## src/rtl/mac_pe.sv

```systemverilog
// Systolic multiply-accumulate processing element: double-buffered weights on a
// shift chain, two-stage data/partial-sum pipeline with optional saturation.
module mac_pe #(
  parameter int DATA_W   = 8,
  parameter int WEIGHT_W = 8,
  parameter int ACC_W    = 32,
  parameter int SIGNED   = 0,
  parameter int SATURATE = 0
) (
  input  logic                clk,
  input  logic                rst,
  input  logic                run,
  input  logic [WEIGHT_W-1:0] weight_in,
  output logic [WEIGHT_W-1:0] weight_out,
  input  logic                load_weight,
  input  logic                swap_weights,
  input  logic [DATA_W-1:0]   data_in,
  output logic [DATA_W-1:0]   data_out,
  input  logic                data_valid_in,
  output logic                data_valid_out,
  input  logic [ACC_W-1:0]    acc_in,
  output logic [ACC_W-1:0]    acc_out,
  output logic                ovf,
  input  logic                clr_ovf
);

  localparam int PW = DATA_W + WEIGHT_W;

  logic [WEIGHT_W-1:0] wbuf0_q, wbuf0_d, wbuf1_q, wbuf1_d, wout_q, wout_d;
  logic                act_q, act_d;
  logic [WEIGHT_W-1:0] active_w, shadow_w;

  logic [DATA_W-1:0]   data_p1_q, data_p2_q;
  logic                vld_p1_q, vld_p2_q;
  logic [ACC_W-1:0]    acc_p1_q, acc_p2_q, acc_p2_d;
  logic [WEIGHT_W-1:0] w_p1_q;
  logic                ovf_q;

  logic [PW-1:0]       d_ext, w_ext, prod;
  logic [ACC_W-1:0]    prod_ext, mac_res;
  logic [ACC_W:0]      sum;
  logic                sum_ovf, ovf_set;

  function automatic logic ovf_detect(input logic [ACC_W-1:0] a,
                                      input logic [ACC_W-1:0] b,
                                      input logic [ACC_W:0]   s);
    if (SIGNED != 0)
      return (a[ACC_W-1] == b[ACC_W-1]) && (s[ACC_W-1] != a[ACC_W-1]);
    else
      return s[ACC_W];
  endfunction

  // Negative overflow is only possible in signed mode when both addends are negative.
  function automatic logic [ACC_W-1:0] saturate(input logic [ACC_W-1:0] s,
                                                input logic             ov,
                                                input logic             neg);
    if (!ov || SATURATE == 0) return s;
    if (SIGNED == 0) return '1;
    return neg ? {1'b1, {(ACC_W-1){1'b0}}} : {1'b0, {(ACC_W-1){1'b1}}};
  endfunction

  assign active_w = act_q ? wbuf1_q : wbuf0_q;
  assign shadow_w = act_q ? wbuf0_q : wbuf1_q;

  always_comb begin
    wbuf0_d = wbuf0_q;
    wbuf1_d = wbuf1_q;
    wout_d  = wout_q;
    act_d   = act_q;
    if (load_weight) begin
      wout_d = shadow_w;
      if (act_q) wbuf0_d = weight_in;
      else       wbuf1_d = weight_in;
    end
    if (swap_weights) act_d = ~act_q;
  end

  // Stage 1 -> stage 2: multiply on width-extended operands, then add with carry out
  always_comb begin
    if (SIGNED != 0) begin
      d_ext = {{WEIGHT_W{data_p1_q[DATA_W-1]}}, data_p1_q};
      w_ext = {{DATA_W{w_p1_q[WEIGHT_W-1]}}, w_p1_q};
    end else begin
      d_ext = {{WEIGHT_W{1'b0}}, data_p1_q};
      w_ext = {{DATA_W{1'b0}}, w_p1_q};
    end
    prod = d_ext * w_ext;
    if (SIGNED != 0) prod_ext = {{(ACC_W-PW){prod[PW-1]}}, prod};
    else             prod_ext = {{(ACC_W-PW){1'b0}}, prod};
    sum      = {1'b0, acc_p1_q} + {1'b0, prod_ext};
    sum_ovf  = ovf_detect(acc_p1_q, prod_ext, sum);
    mac_res  = saturate(sum[ACC_W-1:0], sum_ovf, prod_ext[ACC_W-1]);
    acc_p2_d = vld_p1_q ? mac_res : acc_p1_q;
    ovf_set  = vld_p1_q & sum_ovf;
  end

  always_ff @(posedge clk) begin
    if (rst) begin
      wbuf0_q   <= '0;
      wbuf1_q   <= '0;
      wout_q    <= '0;
      act_q     <= 1'b0;
      data_p1_q <= '0;
      vld_p1_q  <= 1'b0;
      acc_p1_q  <= '0;
      w_p1_q    <= '0;
      data_p2_q <= '0;
      vld_p2_q  <= 1'b0;
      acc_p2_q  <= '0;
      ovf_q     <= 1'b0;
    end else begin
      wbuf0_q <= wbuf0_d;
      wbuf1_q <= wbuf1_d;
      wout_q  <= wout_d;
      act_q   <= act_d;
      if (run) begin
        data_p1_q <= data_in;
        vld_p1_q  <= data_valid_in;
        acc_p1_q  <= acc_in;
        w_p1_q    <= active_w;
        data_p2_q <= data_p1_q;
        vld_p2_q  <= vld_p1_q;
        acc_p2_q  <= acc_p2_d;
      end
      if (run && ovf_set) ovf_q <= 1'b1;
      else if (clr_ovf)   ovf_q <= 1'b0;
    end
  end

  assign weight_out     = wout_q;
  assign data_out       = data_p2_q;
  assign data_valid_out = vld_p2_q;
  assign acc_out        = acc_p2_q;
  assign ovf            = ovf_q;

endmodule

```

## config.mk

```make
export PLATFORM = sky130hd
export DESIGN_NAME = mac_pe
export DESIGN_NICKNAME = d
export VERILOG_FILES = /design/src/rtl/mac_pe.sv
export SDC_FILE = /design/constraint.sdc
export NUM_CORES = 1
export LEC_CHECK = 0
export BUFFER_PORTS_ARGS = -buffer_cell sky130_fd_sc_hd__buf_4
export CORE_MARGIN = 10
export CORE_UTILIZATION = 60
export CTS_BUF_LIST = sky130_fd_sc_hd__clkbuf_8
export DETAILED_ROUTE_END_ITERATION = 6
export GPL_TIMING_DRIVEN = 0
export HOLD_SLACK_MARGIN = 0.06
export PLACE_DENSITY = 0.83
export SYNTH_ARGS = -nofsm -noshare
export SYNTH_HDL_FRONTEND = slang
export SYNTH_SLANG_ARGS = --single-unit
export TNS_END_PERCENT = 10
```

## constraint.sdc

```tcl
create_clock -name clk -period 10.2 [get_ports clk]
set_clock_uncertainty 0.1 [all_clocks]
set_input_delay 0 -clock clk [delete_from_list [all_inputs] [get_ports clk]]
set_output_delay 0 -clock clk [all_outputs]
set_load 0.1 [all_outputs]
```

== Word level (Yosys, flattened, before mapping) ==
Index checks and enable logic that the tools add are counted.

* Register bits after elaboration: 116
* Input bits: 55
* Output and inout port bits: 50
* Word-level logic and storage cells: 25

* Add/sub/neg operators: 1
* Multiply operators: 1
* Mux-type cells: 5
* Bitwise gates (word level): 2
* Reduce and logical (&&, ||, !) cells: 4

{| class="wikitable"
|+ Operator list
! operator !! count
|-
| 32-bit by 16-bit adder with 33-bit output || 1
|-
| 32-bit 2-to-1 mux || 1
|-
| 8-bit by 8-bit multiplier with 16-bit output || 1
|-
| 8-bit 2-to-1 mux || 2
|-
| 2-bit AND reduction || 2
|-
| 1-bit 2-to-1 mux || 2
|-
| 2-bit nonzero test || 1
|-
| 1-bit AND || 1
|-
| 1-bit logical AND || 1
|-
| 1-bit NOT || 1
|}

== Longest topological paths before layout ==
Gate-level depths: netlist of the first run.

* Depth in word-level cells: 5
* Mapped depth: 19
* Gate-level depth less buffers: 18

== Worst setup path before layout of the first run ==
No wires, ideal clock.

* Path type: register to register
* Start: reg data_p1_q[0]
* End: reg acc_p2_q[28] (netlist: acc_out[28])
* Library setup time: 0.091 ns
* Arrival: 4.613 ns
* Required time: 10.009 ns
* Slack: 5.396 ns
* Stages on the path, launching flop included: 18
* Path buffers: 1
* Period minus slack after synthesis: 4.804 ns
* Cells stage by stage: dfxtp_1 clkbuf_1 nand2_1 fa_1 fa_1 inv_1 fa_1 inv_1 fa_1 inv_1 ha_1 inv_1 o21ai_2 o211ai_4 o211ai_4 nand3_4 or4_1 a311oi_1

* Cells in the longest elaborated chain, start to end: 3

{| class="wikitable"
|+ Ends and longest elaborated chain
! what !! line !! RTL
|-
| start: declaration || 33 || <nowiki>logic [DATA_W-1:0] data_p1_q, data_p2_q;</nowiki>
|-
| start signal: assignment || 117 || <nowiki>data_p1_q <= data_in;</nowiki>
|-
| 8-bit by 8-bit multiplier with 16-bit output || 87 || <nowiki>prod = d_ext * w_ext;</nowiki>
|-
| 32-bit by 16-bit adder with 33-bit output || 90 || <nowiki>sum = {1'b0, acc_p1_q} + {1'b0, prod_ext};</nowiki>
|-
| 32-bit 2-to-1 mux || 93 || <nowiki>acc_p2_d = vld_p1_q ? mac_res : acc_p1_q;</nowiki>
|-
| end signal: assignment || 123 || <nowiki>acc_p2_q <= acc_p2_d;</nowiki>
|-
| end: declaration || 35 || <nowiki>logic [ACC_W-1:0] acc_p1_q, acc_p2_q, acc_p2_d;</nowiki>
|}

No other way between the ends.
A chain may end at the register's enable or synchronous reset.

== Worst setup path after layout of the first run ==
* Start: reg w_p1_q[1]
* End: reg ovf_q (netlist: ovf)

* Cells in the longest elaborated chain, start to end: 5

{| class="wikitable"
|+ Ends and longest elaborated chain
! what !! line !! RTL
|-
| start: declaration || 36 || <nowiki>logic [WEIGHT_W-1:0] w_p1_q;</nowiki>
|-
| start signal: assignment || 120 || <nowiki>w_p1_q <= active_w;</nowiki>
|-
| 8-bit by 8-bit multiplier with 16-bit output * || 87 ||
|-
| 32-bit by 16-bit adder with 33-bit output * || 90 ||
|-
| 1-bit AND * || 94 || <nowiki>ovf_set = vld_p1_q & sum_ovf;</nowiki>
|-
| 1-bit logical AND * || 125 || <nowiki>if (run && ovf_set) ovf_q <= 1'b1;</nowiki>
|-
| 1-bit 2-to-1 mux or 2-bit nonzero test (tied branches) || n/a ||
|-
| end signal: assignment || 110 || <nowiki>ovf_q <= 1'b0;</nowiki>
|-
| end signal: assignment || 125 ||
|-
| end signal: assignment || 126 || <nowiki>else if (clr_ovf) ovf_q <= 1'b0;</nowiki>
|-
| end: declaration || 37 || <nowiki>logic ovf_q;</nowiki>
|}

Mark *: on every way between the ends. The rest lies on a longest branch, timed or not.

==> results.sh, run 1 <==
export IMPL_outcome="finished, final reports clean"
export IMPL_tightest_slew_ns=0.946
export IMPL_final_nets=1170
export IMPL_post_cts_resize_count=0
export IMPL_core_area_um2=12100
export IMPL_utilization=0.774
export IMPL_io_buffer_count=101
export IMPL_chipWidth_um=132
export IMPL_max_cap_violations=0
export IMPL_clock_path_buffers=2
export IMPL_power_switching_mw=0.428
export IMPL_r2r_slack_ns=4.49
export IMPL_synth_edf_count=0
export IMPL_hp_class="in2reg"
export IMPL_drive_gt1_frac=0.135
export IMPL_synth_area_leaders="dfxtp_1 (31%), fa_1 (13%), mux2i_1 (12%)"
export IMPL_syn_area_um2=7460
export IMPL_crit_arrival_ns=6.02
export IMPL_pwr_share_clk=0.343
export IMPL_synthesis_instances=849
export IMPL_synth_nets=995
export IMPL_finalCritPeriodShare=0.560
export IMPL_synth_top_cell_area_share=0.311
export IMPL_finalSetupViolations=0
export IMPL_p_seq_frac=0.404
export IMPL_grt_max_degree=17
export IMPL_tns_ns=0
export IMPL_grt_pass1_wl_um=35400
export IMPL_grtUsageMet2=0.418
export IMPL_p_leak_nw=4.31
export IMPL_yosysSeqAreaShare=0.311
export IMPL_r2r_end="ovf$_SDFFE_PP0P_"
export IMPL_fin_cells=1204
export IMPL_final_hold_violation_count=0
export IMPL_yosys_warnings=0
export IMPL_synth_cell_types=47
export IMPL_rsz0062_at_grt="false"
export IMPL_grt_use_met1=0.289
export IMPL_synthFlopType="dfxtp_1"
export IMPL_multi_input_comb_area_um2=4570
export IMPL_n_antenna_cell=0
export IMPL_wirelength_um=21600
export IMPL_hpwl_um=15300
export IMPL_startpoint="w_p1_q[1]$_SDFFE_PP0P_"
export IMPL_seqCellArea_um2=2320
export IMPL_dr_pass1_iters=5
export IMPL_ys_ff_latch=116
export IMPL_die_area_um2=17300
export IMPL_worst_r2r_cell_count=18
export IMPL_antenna_found_initial=0
export IMPL_crit_type="reg2reg"
export IMPL_power_density_nw_per_um2=133
export IMPL_relSlewSlack=0.369
export IMPL_endpoint_kind="flip-flop"
export IMPL_cts_tree="yes"
export IMPL_vias=6697
export IMPL_cts_buffers=17
export IMPL_syn_area_per_cell_um2=8.79
export IMPL_first_global_vias=7060
export IMPL_wl_per_cell_um=17.9
export IMPL_placed_cells=1118
export IMPL_worstSkewPairLatency_ns=0.47
export IMPL_peakVddDrop_mv=0.116
export IMPL_fmax_ghz=0.175
export IMPL_gp_congestion=0.898
export IMPL_yosysTopAreaCell="dfxtp_1"
export IMPL_synth_top_cells_by_count="nor2_1 (117), dfxtp_1 (116), inv_1 (101)"
export IMPL_final_antenna_net_count=0
export IMPL_viasPerCell=5.56
export IMPL_start_kind="flip-flop"
export IMPL_initial_utilization=0.616
export IMPL_holdWs_ns=0.209
export IMPL_num_io_pins=105
export IMPL_crit_end="ovf$_SDFFE_PP0P_"
export IMPL_finalMaxSlewViolations=0
export IMPL_sw_frac_of_total=0.344
export IMPL_fp_dieH_um=132
export IMPL_row_count=40
export IMPL_cts_htree_levels=4
export IMPL_comb_power_share=0.253
export IMPL_ys_async_sr_fraction=0
export IMPL_gr_usage_met3=0.0694
export IMPL_areaGrowthSynthToFinish_pct=25.6
export IMPL_r2r_start="w_p1_q[1]$_SDFFE_PP0P_"
export IMPL_synth_most_common_cell="nor2_1"
export IMPL_min_period_ns=5.71
export IMPL_cp_required_ns=10.50
export IMPL_cts_setup_buffers=0
export IMPL_drt_iter0_markers=512
export IMPL_critPathMaxFanout=9
export IMPL_track_usage=0.250
export IMPL_drc_errors=0
export IMPL_power_internal_mw=0.816
export IMPL_grt_busiest_layer="met2"
export IMPL_cts_root_buf="clkbuf_8"
export IMPL_overflow=0
export IMPL_fillers=822
export IMPL_clk_pin_slew_ns=0.08
export IMPL_cts_sinks=116
[power by group through the flow]
stage	clock network [mW]	registers, mW	logic, mW
3_3_place_gp	0	0.511	0.287
3_5_place_dp	0	0.511	0.293
2_1_floorplan	0	0.587	0.136
6_report	0.426	0.503	0.315
4_1_cts	0.424	0.501	0.312
5_1_grt	0.448	0.505	0.340
[cells by family after synthesis]
| group | after synthesis | share of synthesized area |
|---|---|---|
| buffers and inverters | 152 | 0.0766 |
| AOI/OAI and AO/OA | 113 | 0.107 |
| and+or+nand+nor | 274 | 0.167 |
| xor gates and xnor gates | 17 | 0.0199 |
| muxes | 86 | 0.115 |
| adders and majority gates | 91 | 0.203 |
| DFF | 116 | 0.311 |
[area by class of cell]
type                       count  area share
inverter                     101      0.0404
clock buffer                  19      0.0279
sequential                   116       0.248
timing repair buffer         156       0.140
multi-input combinational    581       0.487
clock inverter                12      0.0141
tap                          168      0.0224
buffer                        51      0.0205
[critical path: stages (launching register included)]
cell           delay, ns
dfxtp_1             0.32
clkbuf_1            0.41
nand2_1             0.15
fa_1                0.54
inv_1               0.06
fa_1                0.50
inv_1               0.05
fa_1                0.47
fa_1                0.55
inv_1               0.04
ha_1                0.37
a21oi_1             0.13
o21ai_2             0.20
o211ai_4            0.14
o211ai_1            0.39
a31oi_1             0.17
or3_1               0.35
a21oi_1             0.14
dlygate4sd3_1       0.57
[cell usage in the layout, fill, tap and decap left out, types with 19 or more instances in the layout]
| cell type | n |
|---|---|
| dlygate4sd3_1 | 55 |
| nand2_1 | 63 |
| inv_1 | 102 |
| clkbuf_1 | 47 |
| ha_1 | 41 |
| clkbuf_8 | 19 |
| fa_1 | 50 |
| mux2i_1 | 86 |
| and2_1 | 36 |
| buf_4 | 101 |
| dfxtp_1 | 116 |
| a21oi_1 | 26 |
| a211oi_1 | 35 |
| nor2_1 | 117 |
[flip-flops by register name, summed over array words and instances, names as in the netlist, 8 cells and up]
register	flops
weight_out	8
data_p1_q	8
acc_p1_q	32
w_p1_q	8
wbuf1_q	8
data_out	8
wbuf0_q	8
acc_out	32
[layer usage]
layer	vias up	routed length (um)
met2	260	10500
met4	0	738
li1	3139	-
met1	3232	8750
met5	-	0
met3	66	1560
[per-stage QoR]
stage / worst slack, ns / cell area (um^2) / power (mW)
finish: 4.49 / 9380 / 1.24
detailed placement: 4.81 / 8430 / 0.805
global placement: 4.88 / 8430 / 0.797
floorplan: 5.40 / 7460 / 0.723
global route: 4.24 / 9380 / 1.29
CTS: 4.55 / 9380 / 1.24
[repair_timing]
item                       CTS  global route
hold endpoints to repair    66             0
hold buffers                55             0
setup endpoints to repair    0             0
[worst min path at each step]
stage,start,to,slack [ns],cells past startpoint
floorplan,swap_weights,act_q$_SDFFE_PP0P_,0.04,2
global placement,acc_in[16],acc_p1_q[16]$_SDFFE_PP0P_,0.13,3
detailed placement,acc_in[25],acc_p1_q[25]$_SDFFE_PP0P_,0.14,3
CTS,acc_in[2],acc_p1_q[2]$_SDFFE_PP0P_,0.20,4
global route,acc_in[16],acc_p1_q[16]$_SDFFE_PP0P_,0.23,4
finish,acc_in[11],acc_p1_q[11]$_SDFFE_PP0P_,0.21,4
Power figures use the tool's default switching activity.
==> inputs of run 2 (changes only) <==
--- a/config.mk
+++ b/config.mk
@@ -5,6 +5,7 @@
 export SDC_FILE = /design/constraint.sdc
 export NUM_CORES = 1
 export LEC_CHECK = 0
+export ABC_AREA = 1
 export BUFFER_PORTS_ARGS = -buffer_cell sky130_fd_sc_hd__buf_4
 export CORE_MARGIN = 10
 export CORE_UTILIZATION = 60
==> constraint.sdc (replaced) <==
create_clock -name clk -period 5.4 [get_ports clk]
set_clock_uncertainty 0.1 [all_clocks]
set_input_delay 0 -clock clk [delete_from_list [all_inputs] [get_ports clk]]
set_output_delay 0 -clock clk [all_outputs]
set_load 0.1 [all_outputs]
==> run 2 against run 1 <==
Against the previous run: critical path depth is 5 higher; sequential cell count stayed put; first-iteration DRC count is 69% higher; worst hold slack better by 0.014 ns; critical path type unchanged; highest routed layer unchanged.
==> results.sh, run 2 <==
export IMPL_outcome="finished, final reports clean"
export IMPL_cts_tree="yes"
export IMPL_core_area_um2=12800
export IMPL_wl_per_cell_um=16.3
export IMPL_initial_utilization=0.618
export IMPL_synth_cell_types=34
export IMPL_dp_slack_ns=0.394
export IMPL_start_kind="flip-flop"
export IMPL_final_nets=1467
export IMPL_yosysTopAreaCell="dfxtp_1"
export IMPL_io_buffer_count=104
export IMPL_cts_htree_levels=4
export IMPL_crit_type="reg2reg"
export IMPL_synthFlopType="dfxtp_1"
export IMPL_final_hold_violation_count=0
export IMPL_rsz0062_at_grt="false"
export IMPL_synth_edf_count=0
export IMPL_synth_top_cells_by_count="inv_1 (251), nand2_1 (238), dfxtp_1 (116)"
export IMPL_synth_top_cell_area_share=0.294
export IMPL_utilization=0.773
export IMPL_cts_sinks=116
export IMPL_power_density_nw_per_um2=262
export IMPL_finalSetupViolations=0
export IMPL_row_count=41
export IMPL_syn_area_per_cell_um2=6.90
export IMPL_power_mw=2.59
export IMPL_relSlewSlack=0.504
export IMPL_drc_errors=0
export IMPL_num_io_pins=105
export IMPL_syn_area_um2=7890
export IMPL_hpwl_um=17700
export IMPL_vias=8227
export IMPL_fmax_ghz=0.197
export IMPL_endpoint_kind="flip-flop"
export IMPL_first_global_vias=8124
export IMPL_p_leak_nw=5.21
export IMPL_critPathMaxFanout=10
export IMPL_dr_pass1_iters=6
export IMPL_final_common_cell="inv_1"
export IMPL_hp_class="in2reg"
export IMPL_synthesis_instances=1144
export IMPL_synth_area_leaders="dfxtp_1 (29%), fa_1 (13%), inv_1 (12%)"
export IMPL_n_antenna_cell=0
export IMPL_chipWidth_um=135
export IMPL_yosysSeqAreaShare=0.294
export IMPL_final_antenna_net_count=0
export IMPL_wirelength_um=24600
export IMPL_mostFrequentLayoutCells="inv_1 (252), nand2_1 (238), dfxtp_1 (116)"
export IMPL_placed_area_um2=8890
export IMPL_antenna_found_initial=0
export IMPL_tightest_slew_ns=0.744
export IMPL_seqCellArea_um2=2320
export IMPL_worstSkewPairLatency_ns=0.44
export IMPL_synth_most_common_cell="inv_1"
export IMPL_cts_buffers=17
export IMPL_clock_path_buffers=2
export IMPL_ys_async_sr_fraction=0
export IMPL_final_area_um2=9880
export IMPL_drive_gt1_frac=0.131
export IMPL_die_area_um2=18100
export IMPL_cp_required_ns=5.64
export IMPL_finalMaxSlewViolations=0
export IMPL_ys_ff_latch=116
export IMPL_crit_arrival_ns=5.33
export IMPL_tns_ns=0
export IMPL_synth_nets=1290
export IMPL_fp_dieH_um=135
export IMPL_cts_root_buf="clkbuf_8"
export IMPL_grt_max_degree=17
export IMPL_drt_iter0_markers=864
export IMPL_grt_pass1_wl_um=39900
export IMPL_peakVddDrop_mv=0.248
export IMPL_max_cap_violations=0
export IMPL_yosys_warnings=0
export IMPL_min_period_ns=5.08
export IMPL_clk_pin_slew_ns=0.07
export IMPL_track_usage=0.272
export IMPL_gp_congestion=0.936
export IMPL_multi_input_comb_area_um2=4380
export IMPL_areaGrowthSynthToFinish_pct=25.2
export IMPL_finalCritPeriodShare=0.941
export IMPL_fillers=926
export IMPL_viasPerCell=5.46
export IMPL_layout_setup_ws_ns=0.317
export IMPL_overflow=0
[run 2: cell types whose count changed after synthesis, moves of 9 or more]
cell      change
mux2i_1      -86
o211ai_1      +9
nand2_1     +175
nand3_1      +24
and2_1       -36
a21oi_1      +63
o221ai_1      +9
o21ai_0      +79
inv_1       +150
a211oi_1     -35
nor2_1       -25
[run 2: path summary, 6_finish.rpt]
check / to / slack, ns / start / depth (start not counted)
worst min-delay path: data_p1_q[6]$_SDFFE_PP0P_ / 0.22 / data_in[6] / 4
worst max register to register: acc_out[19]$_SDFFE_PP0P_ / 0.32 / data_p1_q[2]$_SDFFE_PP0P_ / 23
worst max-delay path: acc_out[19]$_SDFFE_PP0P_ / 0.32 / data_p1_q[2]$_SDFFE_PP0P_ / 23
worst min register to register: acc_out[14]$_SDFFE_PP0P_ / 0.37 / acc_out[14]$_SDFFE_PP0P_ / 2
[run 2: kinds of logic (layout without fill, tap and decap cells)]
logic type      after synthesis  after routing  synth area share
flops                       116            116             0.294
buf+inv                     314            504             0.151
fa+ha+maj                    91             91             0.192
compound gates              213            213             0.145
simple gates                409            409             0.217
xor+xnor                      1              1           0.00111
[run 2: critical path, cell delays in order (launching register included)]
cell	delay (ns)
dfxtp_1	0.31
clkbuf_1	0.52
nand2_1	0.15
fa_1	0.49
fa_1	0.55
inv_1	0.06
fa_1	0.54
inv_1	0.07
fa_1	0.56
inv_1	0.05
ha_1	0.36
nand2_1	0.09
inv_1	0.08
nand2_1	0.10
inv_1	0.07
nand2_1	0.05
nand3_1	0.17
nand2_1	0.07
nand2_1	0.20
nand2_1	0.10
nand2_1	0.06
nand3_1	0.06
nand2_1	0.11
inv_1	0.05
[run 2: through the flow]
stage,std cells,hold slack [ns]
6_report,1506,0.223
5_1_grt,1506,0.240
4_1_cts,1507,0.221
3_5_place_dp,1420,0.129
2_1_floorplan,1144,0.0349
3_3_place_gp,1420,0.122
[run 2: timing repair]
item                                   in CTS  in global routing
setup endpoints to repair                   0                  2
hold buffers                               55                  0
setup buffers                               0                  0
endpoints found under the hold margin      71                  0
gates resized for setup                     0                  0
[run 2: cell type report]
| type | instances | share of cell area |
|---|---|---|
| repair buffers | 159 | 0.135 |
| plain buffers | 53 | 0.0211 |
| multi-input cells | 714 | 0.444 |
| inverters | 260 | 0.0988 |
| clock inverters | 13 | 0.0184 |
| well taps | 172 | 0.0218 |
| flip-flops and latches | 116 | 0.235 |
| clock buffers | 19 | 0.0265 |
[run 2: layer usage]
| layer | track usage | vias to the layer above | part of all wire |
|---|---|---|---|
| met2 | 0.461 | 437 | 0.48 |
| met5 | 0 | - | 0 |
| met3 | 0.0549 | 89 | 0.086 |
| li1 | - | 3871 | - |
| met4 | 0.113 | 0 | 0.038 |
| met1 | 0.328 | 3830 | 0.40 |
[run 2: power breakdown]
| part | leakage [nW] | internal (mW) | total [mW] | switching, mW |
|---|---|---|---|---|
| clock network | 0.227 | 0.526 | 0.896 | 0.369 |
| logic | 4.03 | 0.226 | 0.740 | 0.514 |
| registers | 0.958 | 0.915 | 0.953 | 0.0377 |
| total | 5.21 | 1.67 | 2.59 | 0.921 |
==> inputs of run 3 (changes only) <==
--- a/config.mk
+++ b/config.mk
@@ -7,7 +7,7 @@
 export LEC_CHECK = 0
 export ABC_AREA = 1
 export BUFFER_PORTS_ARGS = -buffer_cell sky130_fd_sc_hd__buf_4
-export CORE_MARGIN = 10
+export CORE_MARGIN = 2
 export CORE_UTILIZATION = 60
 export CTS_BUF_LIST = sky130_fd_sc_hd__clkbuf_8
 export DETAILED_ROUTE_END_ITERATION = 6
==> run 3 against run 2 <==
Against the previous run: first-iteration DRC count decreased by 24%; sequential power is 2% higher; combinational power fell by 3%; final cell count shrank 0.40%; critical endpoint is now ovf$_SDFFE_PP0P_; highest routed layer unchanged.
==> results.sh, run 3 (synthesized netlist as in run 2, its figures left out) <==
export IMPL_grt_max_degree=17
export IMPL_crit_type="reg2reg"
export IMPL_gp_congestion=0.944
export IMPL_power_density_nw_per_um2=260
export IMPL_finalCritPeriodShare=0.952
export IMPL_drt_iter0_markers=658
export IMPL_dr_pass1_iters=6
export IMPL_relSlewSlack=0.545
export IMPL_core_area_um2=12700
export IMPL_cts_setup_buffers=0
export IMPL_wirelength_um=23600
export IMPL_crit_arrival_ns=5.44
export IMPL_cts_htree_levels=4
export IMPL_cts_root_buf="clkbuf_8"
export IMPL_cts_tree="yes"
export IMPL_wl_per_cell_um=15.7
export IMPL_chipWidth_um=119
export IMPL_tightest_slew_ns=0.683
export IMPL_mostFrequentLayoutCells="inv_1 (252), nand2_1 (238), dfxtp_1 (116)"
export IMPL_clock_path_buffers=2
export IMPL_vias=8175
export IMPL_num_io_pins=105
export IMPL_finalSetupViolations=0
export IMPL_tns_ns=0
export IMPL_grt_pass1_wl_um=39200
export IMPL_final_nets=1461
export IMPL_fillers=940
export IMPL_fp_dieH_um=119
export IMPL_areaGrowthSynthToFinish_pct=24.9
export IMPL_final_area_um2=9860
export IMPL_cp_required_ns=5.70
export IMPL_worstSkewPairLatency_ns=0.45
export IMPL_drc_errors=0
export IMPL_first_global_vias=8177
export IMPL_placed_area_um2=8890
export IMPL_critPathMaxFanout=9
export IMPL_start_kind="flip-flop"
export IMPL_final_common_cell="inv_1"
export IMPL_power_mw=2.56
export IMPL_outcome="finished, final reports clean"
export IMPL_peakVddDrop_mv=0.242
export IMPL_initial_utilization=0.620
export IMPL_min_period_ns=5.14
export IMPL_p_leak_nw=5.20
export IMPL_utilization=0.775
export IMPL_layout_setup_ws_ns=0.260
export IMPL_row_count=41
export IMPL_overflow=0
export IMPL_track_usage=0.349
export IMPL_cts_buffers=17
export IMPL_max_cap_violations=0
export IMPL_hpwl_um=17100
export IMPL_endpoint_kind="flip-flop"
export IMPL_viasPerCell=5.45
export IMPL_cts_sinks=116
export IMPL_post_cts_resize_count=0
export IMPL_fmax_ghz=0.195
export IMPL_dp_slack_ns=0.587
export IMPL_die_area_um2=14100
export IMPL_final_antenna_net_count=0
export IMPL_antenna_found_initial=0
export IMPL_n_antenna_cell=0
export IMPL_drive_gt1_frac=0.132
export IMPL_clk_pin_slew_ns=0.08
export IMPL_finalMaxSlewViolations=0
export IMPL_hp_class="in2reg"
export IMPL_final_hold_violation_count=0
export IMPL_io_buffer_count=104
export IMPL_rsz0062_at_grt="false"
-- run 3: changes by cell type in the layout (fill, tap and decap cells not counted) --
cell / delta
clkbuf_1: -9
clkinv_4: -3
clkinvlp_4: +3
dlygate4sd3_1: +3
bufinv_16: -1
clkbuf_8: +1
clkinv_2: -1
inv_6: +1
-- run 3: worst max-delay path, stage by stage (launching register included) --
cell and delay, ns:
dfxtp_1 0.31, clkbuf_1 0.43, nand2_1 0.16, fa_1 0.54
inv_1 0.06, fa_1 0.47, fa_1 0.54, inv_1 0.06
fa_1 0.54, inv_1 0.06, ha_1 0.36, nand2_1 0.14
nor2_1 0.15, nand3_1 0.10, nand3_2 0.11, nand2_2 0.07
nand2_4 0.10, nand4_1 0.09, a21oi_1 0.14, dlygate4sd3_1 0.56
-- run 3: area by class of cell --
cell class,instances,area [um^2],area share
plain buffers,44,175,0.0178
clock buffers,20,275,0.0279
clock inverters,12,151,0.0154
inverters,260,976,0.0990
multi-input cells,714,4380,0.445
flip-flops and latches,116,2320,0.236
well taps,172,215,0.0218
repair buffers,162,1360,0.138
-- run 3: final timing paths --
kind / start / end / slack (ns) / cells after the start
max: w_p1_q[3]$_SDFFE_PP0P_ / ovf$_SDFFE_PP0P_ / 0.26 / 19
min: data_in[5] / data_p1_q[5]$_SDFFE_PP0P_ / 0.22 / 4
min reg2reg: acc_out[16]$_SDFFE_PP0P_ / acc_out[16]$_SDFFE_PP0P_ / 0.37 / 2
max reg2reg: w_p1_q[3]$_SDFFE_PP0P_ / ovf$_SDFFE_PP0P_ / 0.26 / 19
-- run 3: timing repair --
action	in CTS	in global routing
endpoints found under the setup margin	0	1
endpoints found under the hold margin	75	0
hold buffers	58	0
-- run 3: per-layer routing --
| metal | up-vias | track usage | routed length (um) | share of wire |
|---|---|---|---|---|
| li1 | 3853 | - | - | - |
| met1 | 3862 | 0.439 | 9450 | 0.40 |
| met2 | 389 | 0.594 | 11300 | 0.48 |
| met3 | 71 | 0.0681 | 2140 | 0.091 |
| met4 | 0 | 0.130 | 743 | 0.031 |
| met5 | - | 0.00368 | 0 | 0 |
-- run 3: where the power goes --
group	switching (mW)	total, mW	internal (mW)
clock	0.380	0.872	0.492
sequential	0.0544	0.970	0.915
combinational	0.495	0.721	0.227
total	0.929	2.56	1.63
-- run 3: per-stage QoR --
stage          hold WS, ns  instances
2_1_floorplan       0.0349       1144
6_report             0.216       1500
5_1_grt              0.222       1500
3_5_place_dp         0.129       1420
4_1_cts              0.199       1510
3_3_place_gp         0.123       1420
